==> config.mk <==
export PLATFORM = sky130hd
export DESIGN_NAME = prog_loader
export DESIGN_NICKNAME = d
export VERILOG_FILES = /design/src/rtl/prog_loader_pkg.sv /design/src/rtl/prog_loader_uart_rx.sv /design/src/rtl/prog_loader.sv
export SDC_FILE = /design/constraint.sdc
export NUM_CORES = 1
export LEC_CHECK = 0
export ABC_AREA = 0
export BUFFER_PORTS_ARGS = -buffer_cell sky130_fd_sc_hd__buf_2
export CORE_ASPECT_RATIO = 2
export CORE_MARGIN = 4
export CORE_UTILIZATION = 30
export CTS_CLUSTER_DIAMETER = 120
export DETAILED_ROUTE_END_ITERATION = 16
export SLEW_MARGIN = 5
export SYNTH_ARGS = -nofsm -noshare
export SYNTH_HDL_FRONTEND = slang
export SYNTH_SLANG_ARGS = --single-unit
export TNS_END_PERCENT = 30
==> constraint.sdc <==
create_clock -name clk -period 2.2 [get_ports clk]
set_input_delay 0.44 -clock clk [delete_from_list [all_inputs] [get_ports clk]]
set_output_delay 0.44 -clock clk [all_outputs]
set_load 0.01 [all_outputs]
==> src/rtl/prog_loader_pkg.sv <==
// prog_loader_pkg: shared state encodings and constants for the UART program loader
package prog_loader_pkg;
    typedef enum logic [1:0] {R_IDLE, R_START, R_DATA, R_STOP} rx_state_t;
    typedef enum logic [2:0] {L_IDLE, L_CNT_H, L_CNT_L, L_DAT_H, L_DAT_L, L_DONE, L_ERR} ld_state_t;
    localparam logic [7:0] SYNC_BYTE = 8'h55;
endpackage

==> src/rtl/prog_loader_uart_rx.sv <==
// uart_rx: 8N1 receiver with two-flop input synchronizer, one-cycle byte_valid / frame_err pulses
module uart_rx
    import prog_loader_pkg::*;
#(
    parameter int CLKS_PER_BIT = 434
) (
    input  logic       clk,
    input  logic       rst,
    input  logic       rx,
    output logic [7:0] byte_out,
    output logic       byte_valid,
    output logic       frame_err
);
    localparam int CW = $clog2(CLKS_PER_BIT);
    localparam logic [CW-1:0] FULL = CW'(CLKS_PER_BIT - 1);
    localparam logic [CW-1:0] HALF = CW'(CLKS_PER_BIT / 2 - 1);

    rx_state_t st, st_n;
    logic [1:0] sync;
    logic prev, rxs;
    logic [CW-1:0] baud, baud_n;
    logic [2:0] bit_idx, bit_n;
    logic [7:0] sh_n;
    logic bv_n, fe_n;

    assign rxs = sync[1];

    always_ff @(posedge clk) begin
        if (rst) begin
            st <= R_IDLE;
            sync <= 2'b11;
            prev <= 1'b1;
            baud <= '0;
            bit_idx <= '0;
            byte_out <= '0;
            byte_valid <= 1'b0;
            frame_err <= 1'b0;
        end else begin
            st <= st_n;
            sync <= {sync[0], rx};
            prev <= rxs;
            baud <= baud_n;
            bit_idx <= bit_n;
            byte_out <= sh_n;
            byte_valid <= bv_n;
            frame_err <= fe_n;
        end
    end

    always_comb begin
        st_n = st;
        baud_n = baud + CW'(1);
        bit_n = bit_idx;
        sh_n = byte_out;
        bv_n = 1'b0;
        fe_n = 1'b0;
        case (st)
            R_IDLE: begin
                baud_n = '0;
                if (prev && !rxs) st_n = R_START;
            end
            R_START: if (baud == HALF) begin
                baud_n = '0;
                st_n = rxs ? R_IDLE : R_DATA;
            end
            R_DATA: if (baud == FULL) begin
                baud_n = '0;
                sh_n = {rxs, byte_out[7:1]};
                bit_n = bit_idx + 3'd1;
                if (bit_idx == 3'd7) st_n = R_STOP;
            end
            R_STOP: if (baud == FULL) begin
                baud_n = '0;
                st_n = R_IDLE;
                bv_n = rxs;
                fe_n = !rxs;
            end
            default: st_n = R_IDLE;
        endcase
    end
endmodule

==> src/rtl/prog_loader.sv <==
// prog_loader: receives a sync/count/word stream over UART and writes it into instruction memory
module prog_loader
    import prog_loader_pkg::*;
#(
    parameter int          CLKS_PER_BIT = 434,
    parameter logic [15:0] BASE_ADDR    = 16'h0000
) (
    input  logic        clk,
    input  logic        rst,
    input  logic        rx,
    output logic [15:0] mem_addr,
    output logic [15:0] mem_data,
    output logic        mem_we,
    output logic        busy,
    output logic        done,
    output logic        err
);
    ld_state_t state, state_n;
    logic [7:0] rx_byte, hi, hi_n;
    logic byte_valid, frame_err, we_n;
    logic [15:0] cnt, cnt_n, addr_n, data_n;

    uart_rx #(.CLKS_PER_BIT(CLKS_PER_BIT)) u_rx (
        .clk(clk),
        .rst(rst),
        .rx(rx),
        .byte_out(rx_byte),
        .byte_valid(byte_valid),
        .frame_err(frame_err)
    );

    assign busy = state inside {L_CNT_H, L_CNT_L, L_DAT_H, L_DAT_L};
    assign done = state == L_DONE;
    assign err = state == L_ERR;

    always_ff @(posedge clk) begin
        if (rst) begin
            state <= L_IDLE;
            cnt <= '0;
            hi <= '0;
            mem_addr <= BASE_ADDR;
            mem_data <= '0;
            mem_we <= 1'b0;
        end else begin
            state <= state_n;
            cnt <= cnt_n;
            hi <= hi_n;
            mem_addr <= addr_n;
            mem_data <= data_n;
            mem_we <= we_n;
        end
    end

    // the write strobe cycle stays in L_DAT_L so busy covers it; advance happens the cycle after
    always_comb begin
        state_n = state;
        cnt_n = cnt;
        hi_n = hi;
        addr_n = mem_addr;
        data_n = mem_data;
        we_n = 1'b0;
        case (state)
            L_IDLE, L_DONE: if (byte_valid && rx_byte == SYNC_BYTE) begin
                state_n = L_CNT_H;
                addr_n = BASE_ADDR;
            end
            L_CNT_H: if (byte_valid) begin
                cnt_n[15:8] = rx_byte;
                state_n = L_CNT_L;
            end
            L_CNT_L: if (byte_valid) begin
                cnt_n[7:0] = rx_byte;
                state_n = ({cnt[15:8], rx_byte} == 16'd0) ? L_DONE : L_DAT_H;
            end
            L_DAT_H: if (byte_valid) begin
                hi_n = rx_byte;
                state_n = L_DAT_L;
            end
            L_DAT_L: if (mem_we) begin
                addr_n = mem_addr + 16'd1;
                cnt_n = cnt - 16'd1;
                state_n = (cnt == 16'd1) ? L_DONE : L_DAT_H;
            end else if (byte_valid) begin
                we_n = 1'b1;
                data_n = {hi, rx_byte};
            end
            default: ;
        endcase
        if (frame_err && busy) begin
            state_n = L_ERR;
            we_n = 1'b0;
        end
    end
endmodule

# == Word-level counts from Yosys, hierarchy flattened ==
# Cells that the tools add are included.
# word_totals
input_bits,3
register_bits,87
# classes
muxes,27
addsub,4
eq_ne,29
n_reduce_logical,27
bitwise_logic,4
# op_table
op,count
16-bit 2-to-1 mux,3
16-bit case mux with 2 select lines,1
8-bit case mux with 2 select lines,2
9-bit case mux with 3 select lines,1
3-bit 2-to-1 mux,8
9-bit 2-to-1 mux,2
16-bit by 1-bit adder with 16-bit output (second input constant),1
16-bit by 1-bit == test with 1-bit output (second input constant),1
16-bit logical NOT,1
2-bit by 1-bit != test with 1-bit output (second input constant),8
16-bit by 1-bit subtractor with 16-bit output (second input constant),1
3-bit case mux with 5 select lines,1
3-bit == test (second input constant),4
2-bit 2-to-1 mux,6
3-bit AND reduction,4
6-bit AND reduction,2
9-bit by 1-bit adder with 9-bit output (second input constant),1
9-bit by 8-bit == test with 1-bit output (second input constant),1
9-bit == test (second input constant),1
3-bit by 1-bit != test with 1-bit output (second input constant),3
8-bit by 7-bit == test with 1-bit output (second input constant),1
8-bit 2-to-1 mux,1
2-bit case mux with 4 select lines,1
3-bit by 2-bit == test with 1-bit output (second input constant),2
other kinds (22),34

# == Longest topological paths before layout ==
# logic_depth
depth_word,5
mapped_depth,7

# == By module ==
# Synthesis repeated with hierarchy kept, for this count alone.
# unflattened
cells_unflattened,488
hier_area_um2,4093.9
# modules_own_cells
module,area_per_inst_um2,seq_area_each_um2,cells_each,instances
prog_loader,2979.1,1201.2,376,1
uart_rx,1114.8,540.5,112,1

# == Worst setup path before layout ==
# OpenSTA, ideal clock, no wires.
# synth_timing
kind,register to register
start,register u_rx.byte_out[1]
end,register mem_addr[12]
arrival_ns,2.200
path_slack_ns,-0.072
stages_incl_launch_ff,8
setup_time_ns,0.072
cell_sequence,dfxtp_1 > buf_6 > or4_4 > or4_1 > buf_6 > buf_6 > a211oi_1 > mux2i_1
# synth_via
elab_chain_cells,4
# synth_rtl
element,line,text
start: declaration,prog_loader_uart_rx.sv:10,"output logic [7:0] byte_out,"
start signal: assignment,prog_loader_uart_rx.sv:44,byte_out <= sh_n;
8-bit by 7-bit == test with 1-bit output,prog_loader.sv:63,"L_IDLE, L_DONE: if (byte_valid && rx_byte == SYNC_BYTE) begin"
1-bit logical AND,prog_loader.sv:63,
2-bit != test (no source line),--,
3-bit AND reduction (no source line),--,
end signal: assignment,prog_loader.sv:48,mem_addr <= addr_n;
end: declaration,prog_loader.sv:11,"output logic [15:0] mem_addr,"
# No other way between the ends.
# A chain may end at the register's enable or synchronous reset.

# == Final worst setup path ==
# layout_timing
start,register u_rx.byte_out[7]
end,register mem_addr[15]
# The elaborated chain is that of the path after synthesis.

==> impl_results.rst <==
.. list-table::
   :header-rows: 1

   * - Metric
     - Value
   * - Element type at the critical path end
     - flop
   * - Clock Power Share
     - 49.2%
   * - Clock transition at path regs
     - 60 ps
   * - Worst path arrival time
     - 2390 ps
   * - Reported net switching power
     - 714 µW
   * - GR Util All Layers
     - 14.7%
   * - Total number of yosys warnings
     - 0
   * - I/O pin total
     - 39
   * - Number of setup buffers added after CTS
     - 0
   * - Global route total overflow
     - 0
   * - Clock H-tree levels
     - 3
   * - Largest net degree at the start of global routing
     - 32
   * - Chip Width
     - 93.0 µm
   * - Met1 usage
     - 14.7%
   * - DRT Wirelength
     - 11,700 µm
   * - Core ar.
     - 0.0143 mm²
   * - Area growth syn-to-layout
     - 19.8%
   * - Slew at the pin with the worst max-slew slack
     - 638 ps
   * - Number of buffers inserted during clock tree synthesis
     - 9
   * - Max-slew violation count
     - 0
   * - Most area-hungry cell type in the Yosys netlist
     - dfxtp_1
   * - Maxcap violations
     - 0
   * - Worst-case headroom to the max-slew limit
     - 57.5%
   * - Vias in the first global route
     - 4,139
   * - Initial cell density of the core
     - 30.4%
   * - CTS Root Buffer Type
     - clkbuf_16
   * - Number of enable flip-flop cells after synthesis
     - 0
   * - Final clock period utilization by the worst path
     - 96.8%
   * - Power Density
     - 617 mW/mm²
   * - Number of antenna violations at the first check in global routing
     - 0
   * - IR Drop Worst-Case VDD
     - 0.000303 V
   * - Maximum operating frequency
     - 469 MHz
   * - Unrepaired setup endpoints after global routing
     - yes
   * - Final critical-path setup slack
     - 69.8 ps
   * - HP Class
     - primary input to flop
   * - Fraction of registers with async set or reset after synthesis
     - 0%
   * - Area of the multi-input gates
     - 0.00242 mm²
   * - Most common cell in the synthesized netlist
     - dfxtp_1
   * - Classification of the worst setup path
     - flop to flop
   * - Share of the synthesized area in the top cell type
     - 40.1%
   * - Routed wire per std cell
     - 15.4 µm
   * - Number of filler instances in the final layout
     - 1,525
   * - Worst Setup Start Kind
     - flop
   * - Vias after detailed routing
     - 4,006
   * - Final Hold Viols
     - 0
   * - Mapped cell area
     - 0.00434 mm²
   * - Grt met3 use
     - 2.24%
   * - Seq/Total Area, Yosys
     - 40.1%
   * - Routability congestion estimate from global placement
     - 0.875
   * - Run status
     - finished clean
   * - Static leakage power
     - 0.00186 µW
   * - DRT Pass-1 Iters
     - 4
   * - Ranking of synthesized cells by area
     - dfxtp_1, nand2_1, a21oi_1, mux2i_1, nor2_1
   * - Detailed Place HPWL
     - 8730 µm
   * - Die Y-Extent
     - 178 µm
   * - Number of buffers on the longest clock path
     - 2
   * - Sequential Area
     - 0.00174 mm²
   * - Peak-usage layer in the global routing report
     - met2
   * - Total nets after synthesis
     - 531
   * - Met2 Usage GRT
     - 28.3%
   * - Most common flop cell mapped by yosys
     - dfxtp_1
   * - Cell Rows
     - 62
   * - Number of antenna cells inserted
     - 0
   * - Clock network latency to the later pin of the worst-skew pair
     - 340 ps
   * - Number of setup violations in the final report
     - 0
   * - CP Data Required Time
     - 2460 ps
   * - Global-route wire length before repair
     - 19,500 µm
   * - Clock sink total
     - 87
   * - Mean Syn Cell Area
     - 8.34 µm²
   * - Fraction of final layout cells sized beyond drive strength 1
     - 18.4%
   * - Switching power share of the total
     - 22.3%
   * - Number of distinct library cells after synthesis
     - 61
   * - Count of buffers inserted at the top-level ports
     - 38
   * - DRC errors left
     - 0
   * - First DRT Iteration DRCs
     - 163
   * - Final min period
     - 2130 ps
   * - Worst hold margin
     - 290 ps
   * - Antenna Violating Nets Remaining
     - 0
   * - Pint
     - 2490 µW
   * - Area enclosed by the die boundary
     - 0.0166 mm²
   * - Number of standard cells after synthesis
     - 520
   * - Biggest fanout along the worst timing path
     - 25
   * - Dpl ws
     - 17.6 ps
   * - Proportion of power drawn by flip-flops and latches
     - 49.2%
   * - Most frequent cells after synthesis
     - dfxtp_1, nand2_1, a21oi_1
   * - TritonCTS clock tree
     - built
   * - Max Clock Skew
     - 9.88 ps
   * - Number of synthesized register bits
     - 87
   * - Part of the total power dissipated in combinational logic
     - 1.5%
   * - Layout net count
     - 576
   * - Number of vias per cell after detailed routing
     - 5.26
## critical path, cell delays in order (launching register included)
cell       delay, ps
dfxtp_1          310
or4_4            530
or4_4            610
a2111oi_4        370
mux2i_1          230
## placed cells by master (no fill, tap or decap), drive strengths merged, types with 3 or more instances in the layout
cell,count
a2111o,9
a211oi,8
a21o,4
a21oi,53
a311oi,4
a31oi,3
and2,4
and3,10
and4,4
buf,71
clkbuf,9
dfxtp,87
ha,8
inv,15
mux2i,16
nand2,74
nand2b,8
nand3,18
nand3b,7
nand4,9
nor2,35
nor3,7
nor3b,5
nor4,5
o2111ai,3
o211ai,3
o21a,4
o21ai,22
o22ai,3
or2,5
or3,3
or3b,4
or4,8
xnor2,7
xor2,3
## logic make-up (layout without fill, tap and decap cells)
| family | count (synthesis) | count (layout) | synth area share, % |
|---|---|---|---|
| and+or+nand+nor | 214 | 214 | 25.5 |
| AOI/OAI and AO/OA | 137 | 137 | 21.6 |
| DFF | 87 | 87 | 40.1 |
| buffers and inverters | 48 | 98 | 4.70 |
| muxes | 16 | 16 | 3.69 |
| xor gates and xnor gates | 10 | 10 | 2.02 |
| adders and majority gates | 8 | 8 | 2.31 |
## final cells by class
type	count	share of cell area, %
well taps	192	4.62
flip-flops and latches	87	33.5
clock buffers	9	4.33
repair buffers	71	8.43
inverters	11	0.795
multi-input cells	385	46.7
clock inverters	7	1.64
## routing by layer
layer	wire length, µm	part of all wire, %	up-vias
li1	-	-	1991
met4	363	3.1	0
met3	280	2.4	31
met5	0	0	-
met2	6590	56	71
met1	4480	38	1913
## flip-flops by register name, summed over array words and instances (netlist names), named ones only
signal           flops
u_rx.byte_valid      1
mem_addr            16
u_rx.byte_out        8
cnt                 16
u_rx.frame_err       1
hi                   8
mem_we               1
u_rx.sync            2
state                3
u_rx.st              1
u_rx.prev            1
mem_data            16
u_rx.bit_idx         3
u_rx.baud            9
## path summary, 6_finish.rpt
path	endpoint	depth (start not counted)	slack, ps	startpoint
setup reg to reg	mem_addr[15]	4	70	u_rx.byte_out[7]
hold reg to reg	u_rx.sync[1]	1	410	u_rx.sync[0]
hold / removal	u_rx.sync[0]	2	290	rx
setup / recovery	mem_addr[15]	4	70	u_rx.byte_out[7]
## power groups by stage
stage	sequential, µW	combinational [µW]	clock (µW)
2_1_floorplan	1610	32.2	0
3_3_place_gp	1610	48.7	0
3_5_place_dp	1610	49.3	0
4_1_cts	1580	49.4	1630
5_1_grt	1580	54.0	1680
6_report	1580	49.1	1580
## stage by stage
| stage | power (µW) | util, % | area, µm² | std cells | TNS, ps |
|---|---|---|---|---|---|
| final | 3210 | 36.4 | 5200 | 762 | 0 |
| after global routing | 3320 | 36.4 | 5200 | 762 | -12.9 |
| after CTS | 3250 | 36.4 | 5200 | 762 | 0 |
| after detailed placement | 1660 | 34.2 | 4890 | 746 | 0 |
| after global placement | 1660 | 34.2 | 4890 | 746 | 0 |
| after floorplan | 1650 | - | 4370 | 520 | 0 |
## timing repair
| action | in CTS | in global routing |
|---|---|---|
| hold buffers | 0 | 0 |
| endpoints found under the setup margin | 0 | 2 |
| resized for setup | 0 | 0 |
(Power assumes the default switching activity.)
